[src/rtl/adc_config_bank_if.sv]
// AXI4-Lite slave bus for the ADC configuration bank.
// The master modport is the PS interconnect side; the slave modport is the register bank.
interface adc_config_bank_if #(
    parameter int ADDR_W = 12
);
    logic [ADDR_W-1:0] awaddr;
    logic [2:0]        awprot;
    logic              awvalid;
    logic              awready;
    logic [31:0]       wdata;
    logic [3:0]        wstrb;
    logic              wvalid;
    logic              wready;
    logic [1:0]        bresp;
    logic              bvalid;
    logic              bready;
    logic [ADDR_W-1:0] araddr;
    logic [2:0]        arprot;
    logic              arvalid;
    logic              arready;
    logic [31:0]       rdata;
    logic [1:0]        rresp;
    logic              rvalid;
    logic              rready;

    modport master (
        output awaddr, awprot, awvalid,
        input  awready,
        output wdata, wstrb, wvalid,
        input  wready,
        input  bresp, bvalid,
        output bready,
        output araddr, arprot, arvalid,
        input  arready,
        input  rdata, rresp, rvalid,
        output rready
    );

    modport slave (
        input  awaddr, awprot, awvalid,
        output awready,
        input  wdata, wstrb, wvalid,
        output wready,
        output bresp, bvalid,
        input  bready,
        input  araddr, arprot, arvalid,
        output arready,
        output rdata, rresp, rvalid,
        input  rready
    );
endinterface

[src/rtl/adc_config_bank.sv]
// AXI4-Lite control/status bank for the ADC front end: R/W config words, RO status
// words and a command FIFO drained over AXI-Stream.
//
// write FSM state | meaning
// W_IDLE          | collecting AW and W, each accepted independently
// W_RESP          | write committed, holding bvalid/bresp until bready
//
// read FSM state  | meaning
// R_IDLE          | arready high, waiting for a read address
// R_DATA          | holding rvalid/rdata/rresp until rready
module adc_config_bank #(
    parameter int          NUM_CFG    = 4,
    parameter int          NUM_STATUS = 2,
    parameter int          FIFO_DEPTH = 16,
    parameter int          ADDR_W     = 12,
    parameter logic [31:0] CFG_RESET  = 32'h0
) (
    input  logic                    aclk,
    input  logic                    areset,
    adc_config_bank_if.slave        s_axi_lite,
    output logic [32*NUM_CFG-1:0]   cfg,
    input  logic [32*NUM_STATUS-1:0] status,
    output logic [31:0]             m_axis_tdata,
    output logic                    m_axis_tvalid,
    input  logic                    m_axis_tready
);
    localparam int WA_W  = ADDR_W - 2;
    localparam int PTR_W = $clog2(FIFO_DEPTH);
    localparam int CNT_W = PTR_W + 1;

    localparam logic [WA_W-1:0] WA_CFG_END  = WA_W'(NUM_CFG);
    localparam logic [WA_W-1:0] WA_STAT     = WA_W'(64);
    localparam logic [WA_W-1:0] WA_STAT_END = WA_W'(64 + NUM_STATUS);
    localparam logic [WA_W-1:0] WA_PUSH     = WA_W'(128);
    localparam logic [WA_W-1:0] WA_LEVEL    = WA_W'(129);
    localparam logic [WA_W-1:0] WA_CTRL     = WA_W'(130);

    localparam logic [1:0] RESP_OKAY   = 2'b00;
    localparam logic [1:0] RESP_SLVERR = 2'b10;

    typedef enum logic [2:0] {
        REG_CFG, REG_STATUS, REG_PUSH, REG_LEVEL, REG_CTRL, REG_NONE
    } region_t;

    typedef enum logic {W_IDLE, W_RESP} wstate_t;
    typedef enum logic {R_IDLE, R_DATA} rstate_t;

    function automatic region_t decode(input logic [WA_W-1:0] wa);
        region_t r;
        if (wa < WA_CFG_END)                          r = REG_CFG;
        else if (wa >= WA_STAT && wa < WA_STAT_END)   r = REG_STATUS;
        else if (wa == WA_PUSH)                       r = REG_PUSH;
        else if (wa == WA_LEVEL)                      r = REG_LEVEL;
        else if (wa == WA_CTRL)                       r = REG_CTRL;
        else                                          r = REG_NONE;
        return r;
    endfunction

    wstate_t w_state;
    rstate_t r_state;

    logic              awready_q, wready_q, bvalid_q, arready_q, rvalid_q;
    logic [1:0]        bresp_q, rresp_q;
    logic [31:0]       rdata_q;
    logic              aw_held, w_held;
    logic [ADDR_W-1:0] aw_addr_q;
    logic [31:0]       w_data_q;
    logic [3:0]        w_strb_q;

    logic [32*NUM_CFG-1:0] cfg_q;
    logic [31:0]           mem [FIFO_DEPTH];
    logic [PTR_W-1:0]      wr_ptr, rd_ptr;
    logic [CNT_W-1:0]      count;
    logic                  overflow_q;
    logic                  full;

    logic              aw_fire, w_fire, aw_have, w_have, commit;
    logic [ADDR_W-1:0] wr_addr;
    logic [31:0]       wr_data;
    logic [3:0]        wr_strb;
    logic [WA_W-1:0]   wr_wa;
    region_t           wr_region;
    logic              do_cfg, do_push, push_drop, do_ctrl, flush, pop;
    logic [1:0]        wr_resp;

    logic [WA_W-1:0]   rd_wa;
    region_t           rd_region;
    logic [31:0]       rd_data_next;
    logic [1:0]        rd_resp_next;

    assign full          = (count == CNT_W'(FIFO_DEPTH));
    assign m_axis_tvalid = (count != '0);
    assign m_axis_tdata  = mem[rd_ptr];
    assign pop           = m_axis_tvalid && m_axis_tready;
    assign cfg           = cfg_q;

    assign s_axi_lite.awready = awready_q;
    assign s_axi_lite.wready  = wready_q;
    assign s_axi_lite.bvalid  = bvalid_q;
    assign s_axi_lite.bresp   = bresp_q;
    assign s_axi_lite.arready = arready_q;
    assign s_axi_lite.rvalid  = rvalid_q;
    assign s_axi_lite.rdata   = rdata_q;
    assign s_axi_lite.rresp   = rresp_q;

    // A write commits on the edge where the second of AW/W arrives, so the
    // bus value is used when that channel has not been latched yet.
    assign aw_fire   = s_axi_lite.awvalid && awready_q;
    assign w_fire    = s_axi_lite.wvalid && wready_q;
    assign aw_have   = aw_held || aw_fire;
    assign w_have    = w_held || w_fire;
    assign commit    = (w_state == W_IDLE) && aw_have && w_have;
    assign wr_addr   = aw_held ? aw_addr_q : s_axi_lite.awaddr;
    assign wr_data   = w_held ? w_data_q : s_axi_lite.wdata;
    assign wr_strb   = w_held ? w_strb_q : s_axi_lite.wstrb;
    assign wr_wa     = wr_addr[ADDR_W-1:2];
    assign wr_region = decode(wr_wa);

    assign do_cfg    = commit && (wr_region == REG_CFG);
    assign do_push   = commit && (wr_region == REG_PUSH) && !full;
    assign push_drop = commit && (wr_region == REG_PUSH) && full;
    assign do_ctrl   = commit && (wr_region == REG_CTRL);
    assign flush     = do_ctrl && wr_data[1];

    always_comb begin
        wr_resp = RESP_SLVERR;
        if (wr_region == REG_CFG || wr_region == REG_CTRL ||
            (wr_region == REG_PUSH && !full))
            wr_resp = RESP_OKAY;
    end

    always_ff @(posedge aclk) begin
        if (areset) begin
            w_state   <= W_IDLE;
            awready_q <= 1'b0;
            wready_q  <= 1'b0;
            aw_held   <= 1'b0;
            w_held    <= 1'b0;
            bvalid_q  <= 1'b0;
            bresp_q   <= RESP_OKAY;
            aw_addr_q <= '0;
            w_data_q  <= '0;
            w_strb_q  <= '0;
        end else begin
            case (w_state)
                W_IDLE: begin
                    if (commit) begin
                        w_state   <= W_RESP;
                        awready_q <= 1'b0;
                        wready_q  <= 1'b0;
                        aw_held   <= 1'b0;
                        w_held    <= 1'b0;
                        bvalid_q  <= 1'b1;
                        bresp_q   <= wr_resp;
                    end else begin
                        if (aw_fire) begin
                            aw_held   <= 1'b1;
                            aw_addr_q <= s_axi_lite.awaddr;
                            awready_q <= 1'b0;
                        end else if (!aw_held) begin
                            awready_q <= 1'b1;
                        end
                        if (w_fire) begin
                            w_held    <= 1'b1;
                            w_data_q  <= s_axi_lite.wdata;
                            w_strb_q  <= s_axi_lite.wstrb;
                            wready_q  <= 1'b0;
                        end else if (!w_held) begin
                            wready_q  <= 1'b1;
                        end
                    end
                end
                W_RESP: begin
                    if (s_axi_lite.bready) begin
                        bvalid_q  <= 1'b0;
                        awready_q <= 1'b1;
                        wready_q  <= 1'b1;
                        w_state   <= W_IDLE;
                    end
                end
                default: w_state <= W_IDLE;
            endcase
        end
    end

    always_ff @(posedge aclk) begin
        if (do_push)
            mem[wr_ptr] <= wr_data;
    end

    always_ff @(posedge aclk) begin
        if (areset) begin
            cfg_q      <= {NUM_CFG{CFG_RESET}};
            wr_ptr     <= '0;
            rd_ptr     <= '0;
            count      <= '0;
            overflow_q <= 1'b0;
        end else begin
            if (do_cfg) begin
                for (int i = 0; i < NUM_CFG; i++) begin
                    if (wr_wa == WA_W'(i)) begin
                        for (int b = 0; b < 4; b++) begin
                            if (wr_strb[b])
                                cfg_q[32*i+8*b +: 8] <= wr_data[8*b +: 8];
                        end
                    end
                end
            end
            if (push_drop)
                overflow_q <= 1'b1;
            else if (do_ctrl && wr_data[0])
                overflow_q <= 1'b0;
            // Flush discards a same-edge pop; a push cannot coincide with it.
            if (flush) begin
                wr_ptr <= '0;
                rd_ptr <= '0;
                count  <= '0;
            end else begin
                if (do_push)
                    wr_ptr <= wr_ptr + PTR_W'(1);
                if (pop)
                    rd_ptr <= rd_ptr + PTR_W'(1);
                case ({do_push, pop})
                    2'b10:   count <= count + CNT_W'(1);
                    2'b01:   count <= count - CNT_W'(1);
                    default: count <= count;
                endcase
            end
        end
    end

    assign rd_wa     = s_axi_lite.araddr[ADDR_W-1:2];
    assign rd_region = decode(rd_wa);

    always_comb begin
        rd_data_next = '0;
        rd_resp_next = RESP_OKAY;
        case (rd_region)
            REG_CFG: begin
                for (int i = 0; i < NUM_CFG; i++)
                    if (rd_wa == WA_W'(i))
                        rd_data_next = cfg_q[32*i +: 32];
            end
            REG_STATUS: begin
                for (int j = 0; j < NUM_STATUS; j++)
                    if (rd_wa == WA_STAT + WA_W'(j))
                        rd_data_next = status[32*j +: 32];
            end
            REG_LEVEL: rd_data_next = {14'b0, overflow_q, full, 16'(count)};
            REG_NONE:  rd_resp_next = RESP_SLVERR;
            default:   rd_data_next = '0;
        endcase
    end

    always_ff @(posedge aclk) begin
        if (areset) begin
            r_state   <= R_IDLE;
            arready_q <= 1'b0;
            rvalid_q  <= 1'b0;
            rdata_q   <= '0;
            rresp_q   <= RESP_OKAY;
        end else begin
            case (r_state)
                R_IDLE: begin
                    if (s_axi_lite.arvalid && arready_q) begin
                        arready_q <= 1'b0;
                        rvalid_q  <= 1'b1;
                        rdata_q   <= rd_data_next;
                        rresp_q   <= rd_resp_next;
                        r_state   <= R_DATA;
                    end else begin
                        arready_q <= 1'b1;
                    end
                end
                R_DATA: begin
                    if (s_axi_lite.rready) begin
                        rvalid_q  <= 1'b0;
                        arready_q <= 1'b1;
                        r_state   <= R_IDLE;
                    end
                end
                default: r_state <= R_IDLE;
            endcase
        end
    end

    logic unused_ok;
    assign unused_ok = ^{s_axi_lite.awprot, s_axi_lite.arprot,
                         wr_addr[1:0], s_axi_lite.araddr[1:0]};
endmodule

[src/flat_wrapper.sv]
// flat-port wrapper written by rule: the top's interface ports become plain ports
module adc_config_bank_flat 
#(
    parameter int          NUM_CFG    = 4,
    parameter int          NUM_STATUS = 2,
    parameter int          FIFO_DEPTH = 16,
    parameter int          ADDR_W     = 12,
    parameter logic [31:0] CFG_RESET  = 32'h0
)
  (aclk, areset, cfg, status, m_axis_tdata, m_axis_tvalid, m_axis_tready, s_axi_lite_awaddr, s_axi_lite_awprot, s_axi_lite_awvalid, s_axi_lite_awready, s_axi_lite_wdata, s_axi_lite_wstrb, s_axi_lite_wvalid, s_axi_lite_wready, s_axi_lite_bresp, s_axi_lite_bvalid, s_axi_lite_bready, s_axi_lite_araddr, s_axi_lite_arprot, s_axi_lite_arvalid, s_axi_lite_arready, s_axi_lite_rdata, s_axi_lite_rresp, s_axi_lite_rvalid, s_axi_lite_rready);
  adc_config_bank_if #(.ADDR_W(ADDR_W)) s_axi_lite_i ();
  input  logic aclk;
  input  logic areset;
  output logic [32*NUM_CFG-1:0] cfg;
  input  logic [32*NUM_STATUS-1:0] status;
  output logic [31:0] m_axis_tdata;
  output logic m_axis_tvalid;
  input  logic m_axis_tready;
  input wire logic [$bits(s_axi_lite_i.awaddr)-1:0] s_axi_lite_awaddr;
  input wire logic [$bits(s_axi_lite_i.awprot)-1:0] s_axi_lite_awprot;
  input wire logic [$bits(s_axi_lite_i.awvalid)-1:0] s_axi_lite_awvalid;
  output wire logic [$bits(s_axi_lite_i.awready)-1:0] s_axi_lite_awready;
  input wire logic [$bits(s_axi_lite_i.wdata)-1:0] s_axi_lite_wdata;
  input wire logic [$bits(s_axi_lite_i.wstrb)-1:0] s_axi_lite_wstrb;
  input wire logic [$bits(s_axi_lite_i.wvalid)-1:0] s_axi_lite_wvalid;
  output wire logic [$bits(s_axi_lite_i.wready)-1:0] s_axi_lite_wready;
  output wire logic [$bits(s_axi_lite_i.bresp)-1:0] s_axi_lite_bresp;
  output wire logic [$bits(s_axi_lite_i.bvalid)-1:0] s_axi_lite_bvalid;
  input wire logic [$bits(s_axi_lite_i.bready)-1:0] s_axi_lite_bready;
  input wire logic [$bits(s_axi_lite_i.araddr)-1:0] s_axi_lite_araddr;
  input wire logic [$bits(s_axi_lite_i.arprot)-1:0] s_axi_lite_arprot;
  input wire logic [$bits(s_axi_lite_i.arvalid)-1:0] s_axi_lite_arvalid;
  output wire logic [$bits(s_axi_lite_i.arready)-1:0] s_axi_lite_arready;
  output wire logic [$bits(s_axi_lite_i.rdata)-1:0] s_axi_lite_rdata;
  output wire logic [$bits(s_axi_lite_i.rresp)-1:0] s_axi_lite_rresp;
  output wire logic [$bits(s_axi_lite_i.rvalid)-1:0] s_axi_lite_rvalid;
  input wire logic [$bits(s_axi_lite_i.rready)-1:0] s_axi_lite_rready;
  assign s_axi_lite_i.awaddr = s_axi_lite_awaddr;
  assign s_axi_lite_i.awprot = s_axi_lite_awprot;
  assign s_axi_lite_i.awvalid = s_axi_lite_awvalid;
  assign s_axi_lite_awready = s_axi_lite_i.awready;
  assign s_axi_lite_i.wdata = s_axi_lite_wdata;
  assign s_axi_lite_i.wstrb = s_axi_lite_wstrb;
  assign s_axi_lite_i.wvalid = s_axi_lite_wvalid;
  assign s_axi_lite_wready = s_axi_lite_i.wready;
  assign s_axi_lite_bresp = s_axi_lite_i.bresp;
  assign s_axi_lite_bvalid = s_axi_lite_i.bvalid;
  assign s_axi_lite_i.bready = s_axi_lite_bready;
  assign s_axi_lite_i.araddr = s_axi_lite_araddr;
  assign s_axi_lite_i.arprot = s_axi_lite_arprot;
  assign s_axi_lite_i.arvalid = s_axi_lite_arvalid;
  assign s_axi_lite_arready = s_axi_lite_i.arready;
  assign s_axi_lite_rdata = s_axi_lite_i.rdata;
  assign s_axi_lite_rresp = s_axi_lite_i.rresp;
  assign s_axi_lite_rvalid = s_axi_lite_i.rvalid;
  assign s_axi_lite_i.rready = s_axi_lite_rready;
  adc_config_bank #(.NUM_CFG(NUM_CFG), .NUM_STATUS(NUM_STATUS), .FIFO_DEPTH(FIFO_DEPTH), .ADDR_W(ADDR_W), .CFG_RESET(CFG_RESET)) u_core (.aclk(aclk), .areset(areset), .s_axi_lite(s_axi_lite_i), .cfg(cfg), .status(status), .m_axis_tdata(m_axis_tdata), .m_axis_tvalid(m_axis_tvalid), .m_axis_tready(m_axis_tready));
endmodule
[config.mk]
export PLATFORM = sky130hd
export DESIGN_NAME = adc_config_bank_flat
export DESIGN_NICKNAME = d
export VERILOG_FILES = /design/src/rtl/adc_config_bank_if.sv /design/src/rtl/adc_config_bank.sv /design/src/flat_wrapper.sv
export SDC_FILE = /design/constraint.sdc
export NUM_CORES = 1
export LEC_CHECK = 0
export BUFFER_PORTS_ARGS = -buffer_cell sky130_fd_sc_hd__buf_2
export CAP_MARGIN = 15
export CORE_MARGIN = 5
export CORE_UTILIZATION = 40
export DETAILED_ROUTE_END_ITERATION = 7
export GPL_TIMING_DRIVEN = 0
export PLACE_DENSITY = 0.67
export RECOVER_POWER = 50
export SYNTH_ARGS = -nofsm -noshare
export SYNTH_HDL_FRONTEND = slang
export SYNTH_SLANG_ARGS = --single-unit
[constraint.sdc]
create_clock -name aclk -period 4.9 [get_ports aclk]
set_clock_uncertainty 0.05 [all_clocks]
set_input_delay 0 -clock aclk [delete_from_list [all_inputs] [get_ports aclk]]
set_output_delay 0 -clock aclk [all_outputs]
set_load 0.005 [all_outputs]
==> results.py, run 1 <==
metrics = {
    "run_status": {
        "outcome": "complete, but fails checks",
        "violations": "capacitance limit, slew limit",
    },
    "timing": {
        "hold_violations": 0,
        "maxSlewViolCount": 66,
        "setup_ws_ps": 689,
        "fin_crit_sh_pct": 85.9,
        "rsz0062_at_grt": "no",
        "worst_pin_slew_ps": 2070,
        "maxClockFrequency_mhz": 237,
        "setup_viol": 0,
        "min_period_ps": 4210,
        "slew_headroom_pct": -39.1,
        "fin_setup_tns_ps": 0,
    },
    "logic_synthesis": {
        "ys_top_cells_by_area": "edfxtp_1 51%, dfxtp_1 16%, mux4_2 14%, a211oi_1 4.0%, nor2_1 2.9%",
        "yosys.area.top_type": "edfxtp_1",
        "ys_ff_latch": 747,
        "synth.most_common_cell": "edfxtp_1",
        "synth_cells": 1874,
        "synth_top_area_share_pct": 51.2,
        "synthArstFlopShare_pct": 0,
        "ys_seq_area_share_pct": 66.9,
        "synth_area_sq_um": 30000,
        "yosysUniqueCellTypes": 55,
        "synth_commonest_cells": "512 x edfxtp_1, 235 x dfxtp_1, 232 x nor2_1",
        "synth.yosys.warnings": 0,
        "synth_ff_type": "edfxtp_1",
        "synth_edf_count": 512,
        "synth.avg_cell_area_sq_um": 16.0,
    },
    "worst_setup_path": {
        "cp-end-kind": "flip-flop",
        "ff2ff_path_depth": 8,
        "critical-path-slowest-cell": "nor4_1",
        "r2r_end": "u_core.cfg[79]",
        "cp_num_buf_inv": 3,
        "max_stage_delay_ps": 1730,
        "path_cells": "buf_6, nor3_1, a22oi_4, clkbuf_1, nor4_1, clkbuf_1, nor2_1, a211oi_1",
        "r2r_slack_ps": 690,
        "critPathRequiredTime_ps": 5370,
        "path_class": "reg2reg",
        "cp_common_cell": "clkbuf_1",
        "startpoint_type": "flip-flop",
        "crit_fanout": 10,
        "crit-reg2reg-launch": "u_core.aw_held",
        "timing.critical_path.arrival_ps": 4680,
        "cp_top_family": "simple AND/OR/NAND/NOR gates",
    },
    "placed_design": {
        "place_hpwl_microns": 66800,
        "pre_cts_slack_ps": 943,
        "placed_area_sq_um": 33500,
        "routabilityCongestion": 0.939,
        "portBuffers": 325,
    },
    "power": {
        "power_density_nw_per_um2": 362,
        "p_sw_mw": 2.90,
        "seq_power_share_pct": 51.6,
        "combPwrFrac_pct": 5.4,
        "swShare_pct": 21.8,
        "totalPowerFinal_mw": 13.3,
        "p_leak_nw": 12.0,
        "intPower_mw": 10.4,
        "power_frac_clock_pct": 43.0,
        "peakVddDrop_uv": 287,
    },
    "layout": {
        "fin_nets": 2577,
        "layout-drive-gt1-share_pct": 23.6,
        "area.sequential_sq_um": 20100,
        "fin_area_sq_um": 36800,
        "fill_cells": 6154,
        "multi_input_area_sq_um": 9130,
        "syn_to_final_growth_pct": 22.4,
    },
    "routing": {
        "dr.pass1.iters": 7,
        "vias": 19631,
        "routed_wirelength_microns": 92600,
        "wl_per_cell_microns": 26.8,
        "drc": 0,
        "drt-initial-drc-count": 2146,
        "drtAntennaViolNets": 0,
        "viasPerCell": 5.68,
    },
    "hold_path": {
        "holdPathEnd": "u_core.s_axi_lite.rdata[31]",
        "whs_path_depth": 6,
        "hold_path.class": "in2reg",
        "worstHoldStart": "s_axi_lite_araddr[11]",
    },
    "clocking": {
        "cts_setup_buffers": 0,
        "cts_tree": "built",
        "numCtsBuffers": 74,
        "clkLatencyLatePin_ps": 610,
        "h-tree-depth": 3,
        "clkTransAtPathRegs_ps": 60,
        "clock_sinks": 747,
        "root_buffer": "clkbuf_16",
        "clock_path_buffers": 3,
    },
    "global_routing": {
        "grt_max_degree": 22,
        "grt_pass1_vias": 20396,
        "grt_usage_pct": 22.3,
        "gr-total-overflow": 0,
        "grt_pass1_wl_microns": 135000,
        "antenna_found_initial": 2,
    },
    "floorplanning": {
        "rows": 100,
        "die_x_microns": 284,
        "core_sq_um": 74400,
        "die-area_sq_um": 80700,
        "dieHeight_microns": 284,
        "initial_core_util_pct": 40.3,
        "io_pins": 340,
    },
    "flow_run": {
        "max_cap_violations": 9,
    },
}
-- per-layer routing --
metal	vias up	share of wire (%)	GRT usage, %
li1	8431	-	-
met1	10000	38	28.1
met2	995	50	38.7
met3	205	7.7	3.84
met4	0	4.3	8.70
met5	-	0	0
-- logic make-up (layout without fill, tap and decap cells) --
logic type | count (synthesis) | count (layout) | share of synthesized area (%)
compound gates | 256 | 256 | 5.94
xor+xnor | 9 | 9 | 0.262
fa+ha+maj | 8 | 8 | 0.333
buf+inv | 165 | 776 | 2.55
flops | 747 | 747 | 66.9
mux | 277 | 277 | 17.3
other cells | 1 | 3 | 0.0125
simple gates | 411 | 411 | 6.73
-- state kept, by name (all words and copies together) (netlist names), 4 cells and up, named ones only --
| signal | cells |
|---|---|
| u_core.count | 5 |
| u_core.w_strb_q | 4 |
| u_core.s_axi_lite.rdata | 32 |
| u_core.wr_ptr | 4 |
| u_core.rd_ptr | 4 |
| u_core.w_data_q | 32 |
| u_core.mem | 512 |
| u_core.aw_addr_q | 10 |
| u_core.cfg | 128 |
-- timing repair --
item,4_1_cts,5_1_grt
hold buffers,120,0
hold endpoints to repair,173,0
gates resized for setup,0,0
-- stage by stage --
stage                     hold slack, ps  instances  util, %
after global placement               156       3169     44.2
after global routing                52.4       3456     49.4
after CTS                           29.9       3450     49.9
after detailed placement             161       3199     45.0
final                               38.7       3456     49.4
after floorplan                     49.0       1875        -
-- cell type report --
type / instances / area share (%)
Buffer: 125 / 1.45
Antenna cell: 1 / 0.00681
Multi-Input combinational cell: 963 / 24.8
Timing Repair Buffer: 480 / 8.76
Clock inverter: 35 / 1.07
Sequential cell: 747 / 54.6
Tap cell: 969 / 3.30
Clock buffer: 96 / 5.58
Inverter: 40 / 0.408
-- worst register-to-register path: stages, from the launching register on --
cell      delay [ps]
dfxtp_1          370
buf_6            190
nor3_1           370
a22oi_4          220
clkbuf_1         380
nor4_1          1730
clkbuf_1         520
nor2_1            80
a211oi_1         220
-- power by group through the flow --
stage,Clock (mW),Combinational [mW],Sequential [mW]
finish,5.73,0.724,6.87
global route,6.08,0.771,6.87
CTS,5.78,0.736,6.87
detailed placement,0,0.652,7.00
global placement,0,0.623,7.00
floorplan,0,0.365,7.00
-- cells in the final DEF, fill, tap and decap left out, drive strengths merged, types with 3 or more instances in the layout --
master / n
ha: 8
bufinv: 7
o21ai: 5
or4: 3
xor2: 5
xnor2: 4
clkbuf: 321
a211oi: 161
clkinv: 20
mux2: 6
a21oi: 70
nor2: 232
dfxtp: 235
clkinvlp: 4
inv: 44
o22ai: 4
nor4b: 3
nand2: 96
mux2i: 79
or2: 4
nor4: 21
edfxtp: 512
or3: 4
nor3: 32
o211ai: 4
dlygate4sd3: 120
mux4: 192
nand2b: 9
buf: 260
-- how the worst max path moves through the flow --
| stage | from | end | slack, ps | depth (start not counted) |
|---|---|---|---|---|
| after floorplan | u_core.aw_held | u_core.mem[2][0] | 450 | 6 |
| after global placement | u_core.aw_held | u_core.mem[3][13] | -2860 | 6 |
| after detailed placement | u_core.aw_held | u_core.mem[3][13] | 940 | 9 |
| after CTS | u_core.aw_held | u_core.mem[3][12] | 900 | 9 |
| after global routing | u_core.aw_held | u_core.cfg[100] | 580 | 8 |
| final | u_core.aw_held | u_core.cfg[79] | 690 | 8 |
No activity file was read; power rests on OpenSTA's default activity.
==> run 2, diff against run 1 <==
--- a/config.mk
+++ b/config.mk
@@ -5,6 +5,7 @@
 export SDC_FILE = /design/constraint.sdc
 export NUM_CORES = 1
 export LEC_CHECK = 0
+export ABC_AREA = 1
 export BUFFER_PORTS_ARGS = -buffer_cell sky130_fd_sc_hd__buf_2
 export CAP_MARGIN = 15
 export CORE_MARGIN = 5
==> run 2 against run 1 <==
  * The run now ends clean
  * Die area grew 7.3%
  * Via count grew 37%
  * First-iteration DRC count up 33%
  * Area after synthesis grew 7.6%
  * Combinational power grew to 3.5 times the previous value
  * Fmax up 3.1%
  * Worst hold slack better by 25 ps
  * Worst setup slack better by 130 ps
==> results.py, run 2 <==
metrics = {
    "run_status": {
        "outcome": "finished clean",
    },
    "timing": {
        "slew_headroom_pct": 15.0,
        "maxClockFrequency_mhz": 245,
        "hold_violations": 0,
        "rsz0062_at_grt": "no",
        "worst_pin_slew_ps": 1270,
        "setup_ws_ps": 815,
        "fin_setup_tns_ps": 0,
        "setup_viol": 0,
        "min_period_ps": 4090,
        "maxSlewViolCount": 0,
        "fin_crit_sh_pct": 83.4,
    },
    "logic_synthesis": {
        "ys_seq_area_share_pct": 62.1,
        "yosys.area.top_type": "edfxtp_1",
        "ys_ff_latch": 747,
        "synth_commonest_cells": "575 x nand2_1, 512 x edfxtp_1, 377 x nor2_1",
        "synth.yosys.warnings": 0,
        "synth_compound_area_share_pct": 11.0,
        "synth.most_common_cell": "nand2_1",
        "yosysUniqueCellTypes": 42,
        "synth_top_family_by_area": "simple AND/OR/NAND/NOR gates",
        "synth_cells": 3256,
        "synth.avg_cell_area_sq_um": 9.92,
        "synth_area_sq_um": 32300,
        "synth_ff_type": "edfxtp_1",
        "synth-simple-area-share_pct": 16.3,
        "synth_xor_area_share_pct": 0.244,
        "synthMuxAreaShare_pct": 3.97,
        "synth_edf_count": 512,
        "synth-adder-area-share_pct": 0.310,
        "synth_top_area_share_pct": 47.6,
        "ys_top_cells_by_area": "edfxtp_1 48%, dfxtp_1 15%, nand2_1 6.7%, nor2_1 4.4%, mux2i_1 4.0%",
        "synthArstFlopShare_pct": 0,
    },
    "placed_design": {
        "place_hpwl_microns": 82900,
        "pre_cts_slack_ps": 1210,
        "numPlacedInstances": 4658,
        "routabilityCongestion": 1.00,
        "portBuffers": 325,
    },
    "clocking": {
        "h-tree-depth": 3,
        "clkLatencyLatePin_ps": 620,
        "root_buffer": "clkbuf_16",
        "post_cts_resized": 0,
        "cts_setup_buffers": 0,
        "clock_sinks": 747,
        "cts_tree": "built",
        "clkTransAtPathRegs_ps": 60,
        "numCtsBuffers": 77,
        "clock_path_buffers": 3,
        "cts_hold_buf": 135,
    },
    "global_routing": {
        "gr-total-overflow": 0,
        "antenna_found_initial": 4,
        "grt_pass1_vias": 26247,
        "grt_usage_pct": 26.1,
        "grt_pass1_wl_microns": 169000,
        "grt_max_degree": 25,
    },
    "layout": {
        "layout_commonest_cell": "nand2_1",
        "fin_nets": 3958,
        "top_register": "u_core.mem",
        "finalNonFillerCells": 4934,
        "syn_to_final_growth_pct": 21.2,
        "layout-drive-gt1-share_pct": 9.66,
        "fill_cells": 7385,
        "mostFrequentLayoutCells": "577 x nand2_1, 512 x edfxtp_1, 365 x nor2_1",
        "largest_reg_flops": 512,
    },
    "worst_setup_path": {
        "crit_fanout": 20,
        "critPathRequiredTime_ps": 5160,
        "timing.critical_path.arrival_ps": 4350,
        "startpoint_type": "flip-flop",
        "cp-end-kind": "flip-flop",
        "worstSetupStartpoint": "u_core.w_held",
        "path_class": "reg2reg",
        "crit-reg2reg-launch": "u_core.w_held",
    },
    "hold_path": {
        "hold_path.class": "in2reg",
        "worstHoldStart": "s_axi_lite_araddr[11]",
    },
    "power": {
        "p_leak_nw": 15.0,
        "power_density_nw_per_um2": 393,
        "peakVddDrop_uv": 223,
    },
    "routing": {
        "vias": 26908,
        "wl_per_cell_microns": 23.6,
        "dr.pass1.iters": 6,
        "drtAntennaViolNets": 0,
        "drc": 0,
        "drt-initial-drc-count": 2849,
        "viasPerCell": 5.45,
        "routed_wirelength_microns": 116000,
    },
    "floorplanning": {
        "rows": 104,
        "die_x_microns": 294,
        "dieHeight_microns": 294,
        "core_sq_um": 80300,
        "die-area_sq_um": 86600,
        "initial_core_util_pct": 40.2,
        "io_pins": 340,
    },
    "flow_run": {
        "max_cap_violations": 0,
    },
}
run 2: worst max-delay path, stage by stage (launching register included):
cell,delay (ps)
dfxtp_1,350
inv_2,110
a21oi_1,200
o21ai_0,330
inv_1,210
clkbuf_1,460
nand3_1,140
nor2_1,410
nand3_1,450
nor2_4,800
buf_16,240
run 2: final timing paths:
check                           endpoint  slack, ps  cells after the start
min reg2reg          u_core.aw_addr_q[5]        410                      2
max reg2reg            u_core.mem[3][22]        810                     10
min          u_core.s_axi_lite.rdata[13]         60                      8
max                    u_core.mem[3][22]        810                     10
run 2: report_power, final:
group	switching, mW	internal (mW)	total (mW)	leakage (nW)
Clock	2.49	3.36	5.84	1.21
Combinational	1.80	0.759	2.56	7.24
Sequential	0.0702	6.93	7.00	6.51
run 2: area by class of cell:
| class | count | area [sq um] | area share [%] |
|---|---|---|---|
| sequential | 747 | 20100 | 51.3 |
| timing repair buffer | 476 | 3140 | 8.01 |
| clock inverter | 44 | 369 | 0.942 |
| buffer | 192 | 759 | 1.94 |
| tap | 1060 | 1330 | 3.39 |
| antenna | 2 | 5.00 | 0.0128 |
| inverter | 298 | 1120 | 2.86 |
| clock buffer | 95 | 2100 | 5.36 |
| multi-input combinational | 2020 | 10300 | 26.2 |
run 2: cell families after synthesis:
| logic type | count (synthesis) |
|---|---|
| AOI/OAI and AO/OA | 628 |
| xor gates and xnor gates | 9 |
| adders and majority gates | 8 |
| buffers and inverters | 490 |
| DFF | 747 |
| muxes | 128 |
| other | 1 |
| and+or+nand+nor | 1245 |
run 2: per-stage QoR:
stage	hold slack (ps)	power [mW]	util (%)	cell area (sq um)
final	63.7	15.4	48.8	39200
after global routing	65.2	15.9	48.8	39200
after CTS	6.33	15.4	49.3	39600
after detailed placement	164	9.59	44.5	35700
after global placement	162	9.55	43.9	35300
after floorplan	49.0	8.54	-	32300
run 2: layer usage:
metal | share of wire, % | wire [microns] | track usage, %
met3 | 9.4 | 10900 | 5.65
met2 | 48 | 55700 | 44.1
met1 | 36 | 42500 | 31.2
met4 | 6.3 | 7330 | 14.1
met5 | 0 | 0 | 0
